`src/rtl/song_seq_pkg.sv`:
```
// Shared definitions for the song sequencer: packed entry layout, FSM states
// and the rest-note value.
package song_seq_pkg;

    localparam int ENTRY_W  = 16;
    localparam int ADV_BIT  = 15;
    localparam int NOTE_W   = 6;
    localparam int NOTE_LSB = 9;
    localparam int DUR_W    = 6;
    localparam int DUR_LSB  = 3;
    localparam int META_W   = 3;
    localparam int META_LSB = 0;

    localparam logic [NOTE_W-1:0] REST_NOTE = '0;

    typedef enum logic [2:0] {
        ST_IDLE,
        ST_FETCH,
        ST_WAIT_DATA,
        ST_DECODE,
        ST_WAIT_BEAT,
        ST_DONE
    } seq_state_t;

endpackage

```
`src/rtl/song_sequencer_beat_counter.sv`:
```
// Loadable down-counter of beat ticks used to time advance entries.
// A load takes priority; hold freezes the count while the song is paused.
module beat_counter
    import song_seq_pkg::*;
(
    input  logic             clk,
    input  logic             reset_n,
    input  logic             load,
    input  logic [DUR_W-1:0] load_val,
    input  logic             beat,
    input  logic             hold,
    output logic [DUR_W-1:0] count,
    output logic             zero
);

    logic [DUR_W-1:0] count_reg;

    always_ff @(posedge clk) begin
        if (!reset_n) begin
            count_reg <= '0;
        end else if (load) begin
            count_reg <= load_val;
        end else if (beat && !hold && (count_reg != '0)) begin
            count_reg <= count_reg - 1'b1;
        end
    end

    assign count = count_reg;
    assign zero  = (count_reg == '0);

endmodule

```
`src/rtl/song_sequencer.sv`:
```
// Multi-song note sequencer: fetches packed entries from a 1-cycle-latency
// song memory, dispatches note events round-robin to voices, waits on beats.
module song_sequencer
    import song_seq_pkg::*;
#(
    parameter int NUM_VOICES = 3,
    parameter int SONG_BITS  = 2,
    parameter int ADDR_BITS  = 7,
    parameter bit LOOP       = 1'b0
) (
    input  logic                           clk,
    input  logic                           reset_n,
    input  logic                           play,
    input  logic [SONG_BITS-1:0]           song_sel,
    input  logic                           beat,
    output logic [SONG_BITS+ADDR_BITS-1:0] rom_addr,
    input  logic [ENTRY_W-1:0]             rom_dout,
    output logic [NUM_VOICES-1:0]          voice_load,
    output logic [NOTE_W-1:0]              voice_note,
    output logic [DUR_W-1:0]               voice_dur,
    output logic [META_W-1:0]              voice_meta,
    output logic                           playing,
    output logic                           song_done
);

    localparam int VP_W = (NUM_VOICES > 1) ? $clog2(NUM_VOICES) : 1;

    seq_state_t state_reg, state_next;

    logic [SONG_BITS-1:0]  song_reg;
    logic [ADDR_BITS-1:0]  index_reg;
    logic [VP_W-1:0]       vptr_reg, vptr_next;
    logic [NUM_VOICES-1:0] voice_load_reg, voice_load_next;
    logic [NOTE_W-1:0]     voice_note_reg;
    logic [DUR_W-1:0]      voice_dur_reg;
    logic [META_W-1:0]     voice_meta_reg;
    logic                  playing_reg;
    logic                  song_done_reg;

    logic                  entry_adv;
    logic [NOTE_W-1:0]     entry_note;
    logic [DUR_W-1:0]      entry_dur;
    logic [META_W-1:0]     entry_meta;

    logic                  step;
    logic                  index_last;
    logic                  load_note;
    logic                  cnt_load;
    logic                  cnt_beat;
    logic [DUR_W-1:0]      cnt_count;
    logic                  cnt_zero;

    assign entry_adv  = rom_dout[ADV_BIT];
    assign entry_note = rom_dout[NOTE_LSB +: NOTE_W];
    assign entry_dur  = rom_dout[DUR_LSB +: DUR_W];
    assign entry_meta = rom_dout[META_LSB +: META_W];
    assign index_last = (index_reg == {ADDR_BITS{1'b1}});

    always_ff @(posedge clk) begin
        if (!reset_n) begin
            state_reg <= ST_IDLE;
        end else begin
            state_reg <= state_next;
        end
    end

    // Pausing in WAIT_DATA/DECODE parks the FSM in FETCH so that the read is
    // re-issued on resume; the entry in flight before the pause is dropped.
    always_comb begin
        state_next = state_reg;
        step       = 1'b0;
        case (state_reg)
            ST_IDLE:      if (play) state_next = ST_FETCH;
            ST_FETCH:     if (play) state_next = ST_WAIT_DATA;
            ST_WAIT_DATA: state_next = play ? ST_DECODE : ST_FETCH;
            ST_DECODE: begin
                if (!play) begin
                    state_next = ST_FETCH;
                end else if (!entry_adv || (entry_dur == '0)) begin
                    step = 1'b1;
                end else begin
                    state_next = ST_WAIT_BEAT;
                end
            end
            ST_WAIT_BEAT: begin
                if (play && (cnt_zero || (beat && (cnt_count == DUR_W'(1))))) begin
                    step = 1'b1;
                end
            end
            ST_DONE:      if (!play) state_next = ST_IDLE;
            default:      state_next = ST_IDLE;
        endcase
        if (step) begin
            state_next = (index_last && !LOOP) ? ST_DONE : ST_FETCH;
        end
    end

    always_comb begin
        load_note = (state_reg == ST_DECODE) && play && !entry_adv;
        cnt_load  = (state_reg == ST_DECODE) && play && entry_adv && (entry_dur != '0);
        cnt_beat  = (state_reg == ST_WAIT_BEAT) && beat;
    end

    for (genvar gi = 0; gi < NUM_VOICES; gi++) begin : g_load
        assign voice_load_next[gi] = load_note && (vptr_reg == VP_W'(gi));
    end

    assign vptr_next = (vptr_reg == VP_W'(NUM_VOICES - 1)) ? '0 : vptr_reg + 1'b1;

    always_ff @(posedge clk) begin
        if (!reset_n) begin
            song_reg       <= '0;
            index_reg      <= '0;
            vptr_reg       <= '0;
            voice_load_reg <= '0;
            voice_note_reg <= REST_NOTE;
            voice_dur_reg  <= '0;
            voice_meta_reg <= '0;
            playing_reg    <= 1'b0;
            song_done_reg  <= 1'b0;
        end else begin
            voice_load_reg <= voice_load_next;
            song_done_reg  <= step && index_last;
            playing_reg    <= (state_next != ST_IDLE) && (state_next != ST_DONE);
            if ((state_reg == ST_IDLE) && play) begin
                song_reg  <= song_sel;
                index_reg <= '0;
            end else if (step && (LOOP || !index_last)) begin
                index_reg <= index_reg + 1'b1;
            end
            if (load_note) begin
                voice_note_reg <= entry_note;
                voice_dur_reg  <= entry_dur;
                voice_meta_reg <= entry_meta;
                vptr_reg       <= vptr_next;
            end
        end
    end

    beat_counter u_beat_counter (
        .clk      (clk),
        .reset_n  (reset_n),
        .load     (cnt_load),
        .load_val (entry_dur),
        .beat     (cnt_beat),
        .hold     (!play),
        .count    (cnt_count),
        .zero     (cnt_zero)
    );

    assign rom_addr   = {song_reg, index_reg};
    assign voice_load = voice_load_reg;
    assign voice_note = voice_note_reg;
    assign voice_dur  = voice_dur_reg;
    assign voice_meta = voice_meta_reg;
    assign playing    = playing_reg;
    assign song_done  = song_done_reg;

endmodule
```
`config.mk`:
```
export PLATFORM = sky130hd
export DESIGN_NAME = song_sequencer
export DESIGN_NICKNAME = d
export VERILOG_FILES = /design/src/rtl/song_seq_pkg.sv /design/src/rtl/song_sequencer_beat_counter.sv /design/src/rtl/song_sequencer.sv
export SDC_FILE = /design/constraint.sdc
export NUM_CORES = 1
export LEC_CHECK = 0
export ABC_AREA = 1
export CAP_MARGIN = 20
export CORE_UTILIZATION = 52
export DETAILED_ROUTE_END_ITERATION = 8
export PLACE_DENSITY = 0.82
export SLEW_MARGIN = 40
export SYNTH_ARGS = -nofsm -noshare
export SYNTH_HDL_FRONTEND = slang
export SYNTH_HIERARCHICAL = 1
export SYNTH_SLANG_ARGS = --single-unit
```
`constraint.sdc`:
```
create_clock -name clk -period 2.9 [get_ports clk]
set_input_delay 0.58 -clock clk [delete_from_list [all_inputs] [get_ports clk]]
set_output_delay 0.58 -clock clk [all_outputs]
set_load 0.01 [all_outputs]
```
# Word-level counts from Yosys, hierarchy flattened

Cells that the tools add are included.

Logic and storage cells: 70
Output and inout bits: 29
Input bits: 22
Bits in registers: 40

Reductions and logical operators: 29
Bitwise gates (word level): 1
Mux-type cells: 16
Add/sub/neg operators: 3
Eq/ne operators: 10

Operators with widths:

| operator                                                               | number |
|---|---|
| 3-bit two-way mux                                                      | 7 |
| 3-bit one-hot mux with 6 select lines                                  | 1 |
| 1-bit logical AND                                                      | 16 |
| 6-bit logical NOT                                                      | 2 |
| 6-bit two-way mux                                                      | 2 |
| 6-bit nonzero test                                                     | 2 |
| 7-bit by 1-bit adder with 7-bit output (second input constant)         | 1 |
| 7-bit equality test (second input constant)                            | 1 |
| 3-bit by 2-bit equality test with 1-bit output (second input constant) | 2 |
| 3-bit equality test (second input constant)                            | 2 |
| 6-bit by 1-bit equality test with 1-bit output (second input constant) | 1 |
| 6-bit by 1-bit subtractor with 6-bit output (second input constant)    | 1 |
| 2-bit two-way mux                                                      | 2 |
| 3-bit by 1-bit equality test with 1-bit output (second input constant) | 1 |
| 3-bit logical NOT                                                      | 1 |
| 1-bit two-way mux                                                      | 3 |
| 3-bit != test (second input constant)                                  | 1 |
| 3-bit nonzero test                                                     | 1 |
| 2-bit by 1-bit adder with 2-bit output (second input constant)         | 1 |
| 2-bit by 1-bit equality test with 1-bit output (second input constant) | 1 |
| 2-bit equality test (second input constant)                            | 1 |
| 1-bit logical NOT                                                      | 2 |
| 2-bit logical NOT                                                      | 1 |
| 1-bit logical OR                                                       | 2 |
| 4 further kinds                                                        | 4 |

# Depth between registers and ports, before layout

Depth in word-level cells: 9
Gate-level depth with buffers: 13
Gate-level depth less buffers: 13

# Cells and area by module

Netlist, hierarchy kept.

Modules (own cells, without submodules):

| module         | cells each | sequential area each (um^2) | area an instance (um^2) | instances |
|---|---|---|---|---|
| song_sequencer | 205        | 680.7                       | 1,495.2                 | 1 |
| beat_counter   | 71         | 120.1                       | 432.9                   | 1 |

# Least setup slack after synthesis

Ideal clock, no wire load.

Kind: input to register
Start: input rom_dout[5]
End: register u_beat_counter.count_reg[5], in the netlist u_beat_counter/count[5]
Cell stages on the path: 10
Data arrival time: 1,518 ps
Path buffers: 1
Setup time: 64 ps
Setup slack: 1,319 ps
Required time: 2,836 ps
Cells stage by stage: nor2_1 nand3_1 nand3_1 inv_1 buf_2 inv_1 nand3_1 nor2_1 nor2_1 nor2_1

Longest elaborated chain between the ends: 3
Elaborated cells between the ends (all ways): 4
Classes of those cells: 1 x mux; 3 x reduce/logical

RTL lines:

| what                                                           | line                              | source |
|---|---|---|
| start, declared                                                | song_sequencer.sv:17              | `input logic [ENTRY_W-1:0] rom_dout,` |
| 6-bit nonzero test *                                           | song_sequencer.sv:100             | `cnt_load = (state_reg == ST_DECODE) && play && entry_adv && (entry_dur != '0);` |
| 1-bit logical AND *                                            | song_sequencer.sv:100             |  |
| via cnt_load                                                   | song_sequencer.sv:48              | `logic cnt_load;` |
| 6-bit two-way mux / 2-bit nonzero test (equally long branches) | n/a                               |  |
| end signal, assigned                                           | song_sequencer_beat_counter.sv:22 | `count_reg <= load_val;` |
| end signal, assigned                                           | song_sequencer_beat_counter.sv:24 | `count_reg <= count_reg - 1'b1;` |
| end, declared                                                  | song_sequencer_beat_counter.sv:16 | `logic [DUR_W-1:0] count_reg;` |

The timed path passes the listed nets; every way through them passes the cells marked *.
A chain may end at the register's enable or synchronous reset.

# Worst setup path after layout

Start: input play
End: register u_beat_counter.count_reg[5], in the netlist u_beat_counter/count[5]

Longest elaborated chain between the ends: 4
Elaborated cells between the ends (all ways): 7
Classes of those cells: 1 x mux; 6 x reduce/logical

RTL lines:

| what                                                           | line                  | source |
|---|---|---|
| start, declared                                                | song_sequencer.sv:13  | `input logic play,` |
| 1-bit logical AND * (3 in series)                              | song_sequencer.sv:100 |  |
| via cnt_load                                                   | song_sequencer.sv:48  |  |
| 6-bit two-way mux / 2-bit nonzero test (equally long branches) | n/a                   |  |

Marks and branches as above.

==> out/qor.yml <==
timing:
  fmaxAchievable_ghz: 0.476
  fin_crit_ns: 2.10
  max_slew_margin_pct: 77.3
  skew_ns: 0.00658
  tns_ns: 0
  report.final.slew_viol_count: 0
  rsz0062_at_grt: "false"
  fin_crit_sh_pct: 72.5
  final-setup-viol-count: 0
  finalHoldViolations: 0
  worstMarginPinSlew_ns: 0.340
setup_path:
  critPathMaxFanout: 9
  cp-end-kind: "flip-flop"
  cp-startpoint: "play"
  worstPathRequired_ns: 3.08
  ff2ff_path_depth: 12
  crit_path_end: "u_beat_counter/count[5]"
  r2r-start: "u_beat_counter/count[0]"
  start_kind: "input port"
  reg2reg_slack_ns: 1.14
  arrival_ns: 2.29
  reg2reg_to: "index_reg[3]"
  path_class: "in2reg"
yosys:
  synth_cell_types: 33
  ys_ff_latch: 40
  synthArstFlopShare_pct: 0
  synth_xor_xnor_area_share_pct: 2.27
  synth-main-ff-cell: "dfxtp_1"
  muxShareOfSynthArea_pct: 0
  synth_top_area_share_pct: 41.5
  synth_edf_count: 0
  synthCells: 276
  synthAdderAreaFrac_pct: 1.95
  syn_nets: 301
  synth.cell_area_mm2: 0.00193
  synthSimpleGateAreaFrac_pct: 35.0
  synth_top_family_by_area: "simple AND/OR/NAND/NOR gates"
  avgSynthCellArea_um2: 6.99
  synth_compound_area_share_pct: 10.8
  ys_top_cells_by_area: "dfxtp_1, nor2_1, nand2_1"
  yosysWarnings: 6
  synth.largest_area_cell: "dfxtp_1"
  synth_seq_area_share_pct: 41.5
routing:
  routed-via-count: 1886
  ant_nets: 0
  drc_errors: 0
  vias_per_cell: 5.02
  finalWirelength_um: 4390
  first_iter_violations: 119
  first_pass_iters: 5
  wl_per_cell_um: 11.7
global_routing:
  grt_pass1_vias: 1730
  grt_antenna_before_repair: 0
  grtUsageTotal_pct: 24.6
  grt_pass1_wl_um: 7680
  grt_overflow: 0
  grt_max_degree: 19
floorplanning:
  die_x_um: 62.9
  start_util_pct: 56.0
  rows: 21
  die_h_um: 62.9
  core_mm2: 0.00344
  die-area_mm2: 0.00396
  pin_count: 51
clock_tree:
  clock_sinks: 40
  ctsResizeCount: 0
  cts.hold.buffers_added: 0
  post_cts_buffers: 0
  cts_tree: "yes"
  h-tree-depth: 2
  root_buffer: "clkbuf_8"
  clockBufferDepth: 2
  clock_latency_ns: 0.29
  cts_buffers: 5
  cts.clk_slew.worst_paths_ns: 0.08
finish:
  final_common_cell: "nor2_1"
  fin_cells: 376
  drive_above_1_share_pct: 7.88
  fillers: 288
  largest_reg_flops: 7
  syn_to_final_growth_pct: 33.3
  fin_nets: 354
  layout_common_cells: "nor2_1, nand2_1, clkdlybuf4s50_1, dfxtp_1, inv_1"
  insertedDiodeCount: 0
hold_path:
  hold_class: "reg2reg"
power:
  power_mw: 1.11
  p_per_area_mw_per_mm2: 434
  peakVddDrop_uv: 275
  leakagePower_nw: 1.09
status:
  status: "complete, no violations"
place:
  port-buffer-count: 50
  gp_congestion: 0.838
  hpwl_um: 3180
  place_inst: 368
run:
  max-cap-violations: 0
## where the power goes
group	internal [mW]	switching (mW)	leakage, nW	total (mW)
sequential	0.558	0.00716	0.323	0.565
clock	0.255	0.192	0.0552	0.448
combinational	0.0514	0.0506	0.714	0.102
total	0.865	0.250	1.09	1.11
## layout make-up
type	count	area (um2)	area share [%]
Clock buffer	6	72.6	2.82
Clock inverter	2	35.0	1.36
Inverter	35	131	5.11
Multi-Input combinational cell	196	965	37.5
Sequential cell	40	801	31.2
Tap cell	46	57.6	2.24
Timing Repair Buffer	51	508	19.8
## metal layers
layer	up-vias	share of wire [%]	global-route usage, %	wire [um]
met1	839	45	30.8	1990
li1	976	-	-	-
met5	-	0	0	0
met3	8	7.2	7.48	316
met4	0	1.7	9.30	73
met2	63	46	39.1	2010
## synth_stat cells, types with 2 or more instances
library cell	instances
clkbuf_1	2
o21ai_0	20
a21oi_1	11
inv_2	4
nand4_1	4
dfxtp_1	40
nand2_2	3
xnor2_1	4
nand2_1	53
nand3_2	2
nor2_1	63
inv_1	31
nand3_1	17
ha_1	3
## kinds of logic after synthesis
kind of cell / count (synthesis)
xor+xnor: 5
compound gates: 37
simple gates: 151
fa+ha+maj: 3
flops: 40
buf+inv: 40
## per-stage QoR
| step | setup WS, ns | cell area, um2 | utilization, % | hold slack (ns) |
|---|---|---|---|---|
| 3_5_place_dp | 0.542 | 2460 | 71.5 | 0.471 |
| 3_3_place_gp | 0.609 | 2460 | 71.5 | 0.463 |
| 4_1_cts | 0.853 | 2570 | 74.7 | 0.481 |
| 5_1_grt | 0.632 | 2570 | 74.7 | 0.508 |
| 2_1_floorplan | 1.32 | 1930 | - | 0.450 |
| 6_report | 0.799 | 2570 | 74.7 | 0.479 |
## how the worst min path moves through the flow
stage	startpoint	end	slack [ns]	cells past startpoint
final	vptr_reg[1]	voice_load[2]	0.48	2
after global routing	vptr_reg[0]	voice_load[2]	0.51	1
after detailed placement	vptr_reg[1]	voice_load[2]	0.47	2
after CTS	vptr_reg[1]	voice_load[2]	0.48	2
after floorplan	vptr_reg[1]	voice_load[2]	0.45	2
after global placement	vptr_reg[0]	voice_load[2]	0.46	1
## worst max-delay path, stage by stage
cell	delay, ns
clkdlybuf4s50_1	0.58
inv_2	0.10
nor2_4	0.15
nand3_1	0.11
inv_1	0.24
inv_1	0.18
nand3_1	0.14
nor2_1	0.06
nor2_1	0.11
nor2_1	0.05
Power figures use the tool's default switching activity.
